==> src/rtl/uart_program_loader.sv <==
// UART program loader: hunts for a download frame in the received byte stream and writes the payload words to instruction flash.
// Optional inter-byte timeout enabled by defining PROGRAM_LOADER_TIMEOUT_EN.
module uart_program_loader #(
  parameter logic [31:0] BASE_ADDRESS   = 32'h0000_0000,
  parameter int          FLASH_DEPTH    = 1024,
  parameter logic [31:0] TIMEOUT_CYCLES = 32'd5_000_000
) (
  input  logic        clk,
  input  logic        reset,
  input  logic        rx_data_valid,
  input  logic [7:0]  rx_data,
  output logic        flash_write_enable,
  output logic [31:0] flash_write_address,
  output logic [31:0] flash_write_data,
  output logic        core_hold,
  output logic        load_done,
  output logic        load_error,
  output logic [15:0] word_count
);

  localparam logic [31:0] HEADER_WORD = 32'hF00F_A55A;
  localparam logic [31:0] END_WORD    = 32'h5AA5_0FF0;
  localparam logic [31:0] DEPTH_LIM   = 32'(FLASH_DEPTH);

  typedef enum logic {HUNT, PAYLOAD} state_t;

  state_t      state;
  logic [31:0] hdr_shift;
  logic [23:0] word_buf;
  logic [1:0]  byte_idx;
  logic [31:0] write_ptr;
  logic [31:0] hdr_next;
  logic [31:0] word_next;

  // Newest byte enters at the top so the oldest byte settles in [7:0].
  assign hdr_next  = {rx_data, hdr_shift[31:8]};
  assign word_next = {rx_data, word_buf};

`ifdef PROGRAM_LOADER_TIMEOUT_EN
  logic [31:0] idle_cnt;
`else
  logic unused_timeout;
  assign unused_timeout = ^TIMEOUT_CYCLES;
`endif

  always_ff @(posedge clk) begin
    if (reset) begin
      state               <= HUNT;
      hdr_shift           <= '0;
      byte_idx            <= '0;
      write_ptr           <= '0;
      flash_write_enable  <= 1'b0;
      flash_write_address <= '0;
      flash_write_data    <= '0;
      core_hold           <= 1'b0;
      load_done           <= 1'b0;
      load_error          <= 1'b0;
      word_count          <= '0;
`ifdef PROGRAM_LOADER_TIMEOUT_EN
      idle_cnt            <= '0;
`endif
    end else begin
      flash_write_enable <= 1'b0;
      load_done          <= 1'b0;
      case (state)
        HUNT: begin
          if (rx_data_valid) begin
            if (hdr_next == HEADER_WORD) begin
              state      <= PAYLOAD;
              hdr_shift  <= '0;
              core_hold  <= 1'b1;
              word_count <= '0;
              load_error <= 1'b0;
              write_ptr  <= BASE_ADDRESS;
              byte_idx   <= '0;
`ifdef PROGRAM_LOADER_TIMEOUT_EN
              idle_cnt   <= '0;
`endif
            end else begin
              hdr_shift <= hdr_next;
            end
          end
        end
        PAYLOAD: begin
          if (rx_data_valid) begin
`ifdef PROGRAM_LOADER_TIMEOUT_EN
            idle_cnt <= '0;
`endif
            byte_idx <= byte_idx + 2'd1;
            case (byte_idx)
              2'd0: word_buf[7:0]   <= rx_data;
              2'd1: word_buf[15:8]  <= rx_data;
              2'd2: word_buf[23:16] <= rx_data;
              default: begin
                if (word_next == END_WORD) begin
                  load_done <= 1'b1;
                  core_hold <= 1'b0;
                  state     <= HUNT;
                end else if ({16'd0, word_count} < DEPTH_LIM) begin
                  flash_write_enable  <= 1'b1;
                  flash_write_address <= write_ptr;
                  flash_write_data    <= word_next;
                  write_ptr           <= write_ptr + 32'd4;
                  word_count          <= word_count + 16'd1;
                end else begin
                  load_error <= 1'b1;
                  core_hold  <= 1'b0;
                  state      <= HUNT;
                end
              end
            endcase
          end
`ifdef PROGRAM_LOADER_TIMEOUT_EN
          else if (idle_cnt == TIMEOUT_CYCLES - 32'd1) begin
            // Abandon the partial word; words already written stay in flash.
            load_error <= 1'b1;
            core_hold  <= 1'b0;
            state      <= HUNT;
            byte_idx   <= '0;
            idle_cnt   <= '0;
          end else begin
            idle_cnt <= idle_cnt + 32'd1;
          end
`endif
        end
        default: state <= HUNT;
      endcase
    end
  end

endmodule

==> config.mk <==
export PLATFORM = sky130hd
export DESIGN_NAME = uart_program_loader
export DESIGN_NICKNAME = d
export VERILOG_FILES = /design/src/rtl/uart_program_loader.sv
export SDC_FILE = /design/constraint.sdc
export NUM_CORES = 1
export LEC_CHECK = 0
export ABC_CLOCK_PERIOD_IN_PS = 4500
export CAP_MARGIN = 20
export CORE_MARGIN = 4
export CORE_UTILIZATION = 40
export CTS_CLUSTER_DIAMETER = 40
export DETAILED_ROUTE_END_ITERATION = 8
export GPL_TIMING_DRIVEN = 1
export PLACE_DENSITY = 0.66
export SETUP_SLACK_MARGIN = 0.1
export SYNTH_ARGS = -nofsm -noshare
export SYNTH_HDL_FRONTEND = slang
export SYNTH_SLANG_ARGS = --single-unit
==> constraint.sdc <==
create_clock -name clk -period 4.5 [get_ports clk]
set_input_delay 0.45 -clock clk [delete_from_list [all_inputs] [get_ports clk]]
set_output_delay 0.45 -clock clk [all_outputs]
set_load 0.05 [all_outputs]
==> flow_metrics.env, run 1 <==
export IMPL_dpl_hpwl_mm=10.9
export IMPL_critical_path_required_ns=4.86
export IMPL_routed_via_density=5.23
export IMPL_hold_path_class="flip-flop to flip-flop"
export IMPL_yosysWarningCount=0
export IMPL_wire_per_inst_um=15.3
export IMPL_synth_adder_area_share_pct=1.16
export IMPL_start_util_pct=40.8
export IMPL_drt_wl_total_mm=16.0
export IMPL_slew_viol_final=0
export IMPL_crit_arrival_ns=3.34
export IMPL_fin_setup_tns_ns=0
export IMPL_place_congestion=0.779
export IMPL_ant_nets=0
export IMPL_worstSkewPairLatency_ns=0.42
export IMPL_cts_sinks=163
export IMPL_multi_input_area_um2=2760
export IMPL_min_period_ns=2.99
export IMPL_yosysSeqAreaShare_pct=54.1
export IMPL_rsz0062_at_grt="false"
export IMPL_vias=5452
export IMPL_synth_area_leader_cell="dfxtp_1"
export IMPL_ys_ff_latch=163
export IMPL_hold_buffers=0
export IMPL_nNetsFinal=830
export IMPL_period_share_pct=66.4
export IMPL_synthDistinctLibCells=52
export IMPL_leakage_nw=2.61
export IMPL_syn_area_per_cell_um2=8.77
export IMPL_dp_slack_ns=1.10
export IMPL_seq_area_um2=3500
export IMPL_grt_max_degree=44
export IMPL_layout_commonest_cell="nand2_1"
export IMPL_synth_simple_area_share_pct=25.7
export IMPL_fp_row_count=46
export IMPL_ys_top_cells_by_area="dfxtp_1 43%, nand2_1 11%, edfxtp_1 11%"
export IMPL_synth_top_family_by_area="simple AND/OR/NAND/NOR gates"
export IMPL_coreArea_um2=15900
export IMPL_relSlewSlack_pct=35.7
export IMPL_startpoint_type="input pin"
export IMPL_ys_flop_type="dfxtp_1"
export IMPL_boundaryPins=95
export IMPL_diodes=0
export IMPL_crit_fanout=34
export IMPL_synth_edf_count=24
export IMPL_die_area_um2=18300
export IMPL_endpoint_kind="flip-flop"
export IMPL_max_freq_mhz=335
export IMPL_synth_top_area_share_pct=43.0
export IMPL_synth_mux_area_share_pct=0.309
export IMPL_h_tree_depth=4
export IMPL_synth_compound_area_share_pct=14.7
export IMPL_track_usage_pct=17.5
export IMPL_port_buffers=92
export IMPL_clockRootBuffer="clkbuf_16"
export IMPL_ir_drop_v=0.000278
export IMPL_die_width_um=135
export IMPL_setup_worst_path_class="input pin to flip-flop"
export IMPL_setup_viol=0
export IMPL_power_density_nw_per_um2=359
export IMPL_path_clk_slew_ns=0.06
export IMPL_fin_worst_skew_ns=0.00896
export IMPL_setup_slack_ns=1.51
export IMPL_layout_common_cells="194 x nand2_1, 139 x dfxtp_1, 113 x a21oi_1"
export IMPL_hold_viol_final=0
export IMPL_cts_resized=0
export IMPL_holdWs_ns=0.452
export IMPL_first_pass_iters=5
export IMPL_die_h_um=135
export IMPL_dpl_cell_count=1010
export IMPL_tightest_slew_ns=0.961
export IMPL_final_cells=1042
export IMPL_drtIter0Drc=359
export IMPL_clock_path_buffers=2
export IMPL_first_global_vias=4854
export IMPL_cts_setup_buffers=0
export IMPL_drc=0
export IMPL_num_fill_cells=1553
export IMPL_maxCapViolCount=0
export IMPL_grt_pass1_wl_mm=25.5
export IMPL_netlist_area_um2=6480
export IMPL_drive_gt1_share_pct=6.17
export IMPL_synthCells=739
export IMPL_outcome="complete, no violations"
export IMPL_antenna_found_initial=0
export IMPL_syn2layout_area_growth_pct=25.2
export IMPL_async_reset_ff_share_pct=0
export IMPL_cts_tree="built"
export IMPL_cts_buffers=17
export IMPL_synthXorXnorAreaFrac_pct=0.270
export IMPL_p_total_w=0.00291
export IMPL_overflow=0
==> per-layer routing <==
layer / track usage [%] / wire length, µm / vias up
li1: - / - / 2739
met1: 25.1 / 7880 / 2570
met2: 25.9 / 7030 / 127
met3: 4.87 / 813 / 16
met4: 5.26 / 231 / 0
met5: 0 / 0 / -
==> synth_stat cells (3+ instances only) <==
library cell	count
nand2_1	194
and2_1	13
nor2_1	24
o31ai_1	14
nor4_1	3
inv_1	11
or4_1	19
o211ai_1	6
dfxtp_1	139
nand4_1	14
nand3b_1	4
buf_2	4
clkbuf_1	40
a31oi_1	3
nor4bb_1	4
edfxtp_1	24
nor3_1	6
o21ai_0	17
buf_4	3
and3_1	7
nand3_1	21
or3_1	15
ha_1	6
a21oi_1	113
==> worst max-delay path, stage by stage <==
cell and delay [ns]:
clkdlybuf4s50_1 0.66, nor4b_2 0.31, nand4_2 0.21, nor4_4 0.39, o211ai_4 0.33, buf_4 0.32, or4_1 0.50, a21oi_1 0.14
==> cells by family (layout without fill, tap and decap cells) <==
group                      Yosys count  after routing
AOI/OAI and AO/OA                  167            167
xor gates and xnor gates             2              2
adders and majority gates            6              6
buffers and inverters               59            145
DFF                                163            163
muxes                                2              2
other                                1              2
and+or+nand+nor                    339            339
==> path summary, 6_finish.rpt <==
path,startpoint,endpoint,slack (ns),depth (start not counted)
max,rx_data[7],word_count[8]$_SDFFE_PP0P_,1.51,8
min,hdr_shift[11]$_SDFFE_PP0P_,hdr_shift[11]$_SDFFE_PP0P_,0.45,2
max reg2reg,state$_SDFF_PP0_,word_count[8]$_SDFFE_PP0P_,1.81,8
min reg2reg,hdr_shift[11]$_SDFFE_PP0P_,hdr_shift[11]$_SDFFE_PP0P_,0.45,2
==> final cells by class <==
| cell class | count | area share (%) |
|---|---|---|
| clock buffer | 20 | 5.38 |
| clock inverter | 12 | 1.33 |
| inverter | 11 | 0.509 |
| multi-input combinational | 518 | 34.0 |
| sequential | 163 | 43.2 |
| tap | 216 | 3.33 |
| timing repair buffer | 102 | 12.2 |
==> where the power goes <==
part	total [W]	leakage [nW]	internal, W	switching, W
sequential	0.00149	1.34	0.00148	0.00000573
clock	0.00136	0.261	0.000762	0.000596
combinational	0.0000680	1.01	0.0000190	0.0000491
==> per-stage QoR <==
step	instance area (µm²)	utilization, %
floorplan	6480	-
global placement	7560	47.6
detailed placement	7560	47.6
CTS	8110	51.0
global route	8110	51.0
finish	8110	51.0
==> registers in the layout (all words and copies together), names as in the netlist <==
register             count
flash_write_data        32
word_count              16
word_buf                24
flash_write_address     30
hdr_shift               24
core_hold                1
load_error               1
flash_write_enable       1
load_done                1
write_ptr               30
state                    1
byte_idx                 2
Note: power is estimated with default switching activity, not from simulation.
==> run 2: changes to the inputs <==
--- a/config.mk
+++ b/config.mk
@@ -5,7 +5,7 @@
 export SDC_FILE = /design/constraint.sdc
 export NUM_CORES = 1
 export LEC_CHECK = 0
-export ABC_CLOCK_PERIOD_IN_PS = 4500
+export ABC_CLOCK_PERIOD_IN_PS = 3100
 export CAP_MARGIN = 20
 export CORE_MARGIN = 4
 export CORE_UTILIZATION = 40
==> constraint.sdc (replaced) <==
create_clock -name clk -period 3.1 [get_ports clk]
set_input_delay 0.31 -clock clk [delete_from_list [all_inputs] [get_ports clk]]
set_output_delay 0.31 -clock clk [all_outputs]
set_load 0.05 [all_outputs]
==> run 2 against run 1 <==
Register-to-register slack worse by 1.1 ns. Clock-buffer cell count is 2 higher. Combinational power is 62% higher. Power is 44% higher. Hold slack worse by 0.0075 ns. Sequential power is 45% higher. Routed wire length is 1.6% lower. Critical endpoint is now write_ptr[26]$_SDFFE_PP0P_.
==> flow_metrics.env, run 2 (same netlist as run 1, synthesis figures left out) <==
export IMPL_crit_arrival_ns=2.78
export IMPL_setup_slack_ns=0.674
export IMPL_path_clk_slew_ns=0.06
export IMPL_track_usage_pct=17.6
export IMPL_grtUsageMet1_pct=24.7
export IMPL_slew_viol_final=0
export IMPL_coreArea_um2=15900
export IMPL_fin_worst_skew_ns=0.00697
export IMPL_place_congestion=0.780
export IMPL_layout_common_cells="194 x nand2_1, 139 x dfxtp_1, 113 x a21oi_1"
export IMPL_max_freq_mhz=412
export IMPL_vias=5423
export IMPL_power_density_nw_per_um2=509
export IMPL_nNetsFinal=844
export IMPL_first_pass_iters=4
export IMPL_ant_nets=0
export IMPL_setup_worst_path_class="flip-flop to flip-flop"
export IMPL_combPwrFrac_pct=2.6
export IMPL_rsz0062_at_grt="false"
export IMPL_drt_wl_total_mm=15.7
export IMPL_boundaryPins=95
export IMPL_die_h_um=135
export IMPL_tightest_slew_ns=1.01
export IMPL_placed_cell_area_um2=7730
export IMPL_dpl_hpwl_mm=11.0
export IMPL_use_met2_pct=27.0
export IMPL_overflow=0
export IMPL_hold_viol_final=0
export IMPL_drtIter0Drc=336
export IMPL_reg_top3="flash_write_data x32, flash_write_address x30, write_ptr x30"
export IMPL_worstSkewPairLatency_ns=0.42
export IMPL_crit_fanout=20
export IMPL_setup_viol=0
export IMPL_diodes=0
export IMPL_die_area_um2=18300
export IMPL_min_period_ns=2.43
export IMPL_cts_resized=0
export IMPL_period_share_pct=78.3
export IMPL_wire_per_inst_um=14.9
export IMPL_cts_setup_buffers=0
export IMPL_relSlewSlack_pct=32.5
export IMPL_cts_buffers=17
export IMPL_drive_gt1_share_pct=7.51
export IMPL_first_global_vias=5017
export IMPL_fp_row_count=46
export IMPL_port_buffers=92
export IMPL_leakage_nw=2.70
export IMPL_hold_buffers=0
export IMPL_swShare_pct=21.3
export IMPL_clockRootBuffer="clkbuf_16"
export IMPL_grt_busiest_layer="met2"
export IMPL_p_sw_w=0.000898
export IMPL_die_width_um=135
export IMPL_clock_path_buffers=2
export IMPL_fin_area_um2=8270
export IMPL_startpoint_type="flip-flop"
export IMPL_cts_tree="built"
export IMPL_num_fill_cells=1528
export IMPL_dp_slack_ns=0.262
export IMPL_largest_reg_flops=32
export IMPL_ir_drop_v=0.000362
export IMPL_outcome="complete, no violations"
export IMPL_syn2layout_area_growth_pct=27.7
export IMPL_cts_sinks=163
export IMPL_hold_path_class="input pin to flip-flop"
export IMPL_maxCapViolCount=0
export IMPL_h_tree_depth=4
export IMPL_grt_use_met3_pct=4.72
export IMPL_layout_commonest_cell="nand2_1"
export IMPL_grt_max_degree=39
export IMPL_fin_setup_tns_ns=0
export IMPL_critical_path_required_ns=3.45
export IMPL_drc=0
export IMPL_antenna_found_initial=0
export IMPL_routed_via_density=5.14
export IMPL_top_register="flash_write_data"
export IMPL_p_int_w=0.00331
export IMPL_grt_pass1_wl_mm=25.7
export IMPL_start_util_pct=40.8
export IMPL_power_frac_clock_pct=46.0
export IMPL_endpoint_kind="flip-flop"
export IMPL_seqPwrFrac_pct=51.4
==> run 2: worst max-delay path: stages, from the launching register on <==
cell,delay (ns)
dfxtp_1,0.34
nor4bb_1,0.28
buf_4,0.16
nand4_1,0.18
nor4_4,0.32
o2111ai_1,0.18
buf_4,0.22
or4_1,0.52
a21oi_1,0.15
==> run 2: final timing paths <==
kind | startpoint | endpoint | slack [ns] | depth (start not counted)
worst max-delay path | hdr_shift[25]$_SDFFE_PP0P_ | write_ptr[26]$_SDFFE_PP0P_ | 0.67 | 8
worst min-delay path | reset | load_error$_SDFFE_PP0P_ | 0.44 | 2
worst max register to register | hdr_shift[25]$_SDFFE_PP0P_ | write_ptr[26]$_SDFFE_PP0P_ | 0.67 | 8
worst min register to register | hdr_shift[9]$_SDFFE_PP0P_ | hdr_shift[9]$_SDFFE_PP0P_ | 0.45 | 2
==> run 2: per-layer routing <==
| layer | wire [µm] | vias to the layer above |
|---|---|---|
| li1 | - | 2761 |
| met1 | 7580 | 2531 |
| met2 | 7210 | 116 |
| met3 | 736 | 15 |
| met4 | 161 | 0 |
| met5 | 0 | - |
==> run 2: final cells by class <==
type                       count  area [µm²]  share of cell area (%)
timing repair buffer         116        1160                    14.0
clock inverter                 9        83.8                    1.01
tap                          216         270                    3.27
multi-input combinational    518        2760                    33.4
sequential                   163        3500                    42.4
inverter                      11        41.3                   0.499
clock buffer                  22         454                    5.49
==> run 2: metrics by stage <==
step	power [W]	hold slack (ns)	instances	util, %
6_report	0.00421	0.445	1055	52.1
5_1_grt	0.00437	0.464	1055	52.1
4_1_cts	0.00425	0.432	1055	52.1
3_5_place_dp	0.00232	0.443	1024	48.7
3_3_place_gp	0.00232	0.438	1024	48.7
2_1_floorplan	0.00226	0.409	740	-
==> run 2: power groups by stage <==
stage | logic (W) | registers (W) | clock network (W)
3_3_place_gp | 0.000110 | 0.00221 | 0
6_report | 0.000110 | 0.00216 | 0.00194
2_1_floorplan | 0.0000590 | 0.00221 | 0
4_1_cts | 0.000111 | 0.00216 | 0.00197
3_5_place_dp | 0.000111 | 0.00221 | 0
5_1_grt | 0.000119 | 0.00216 | 0.00209
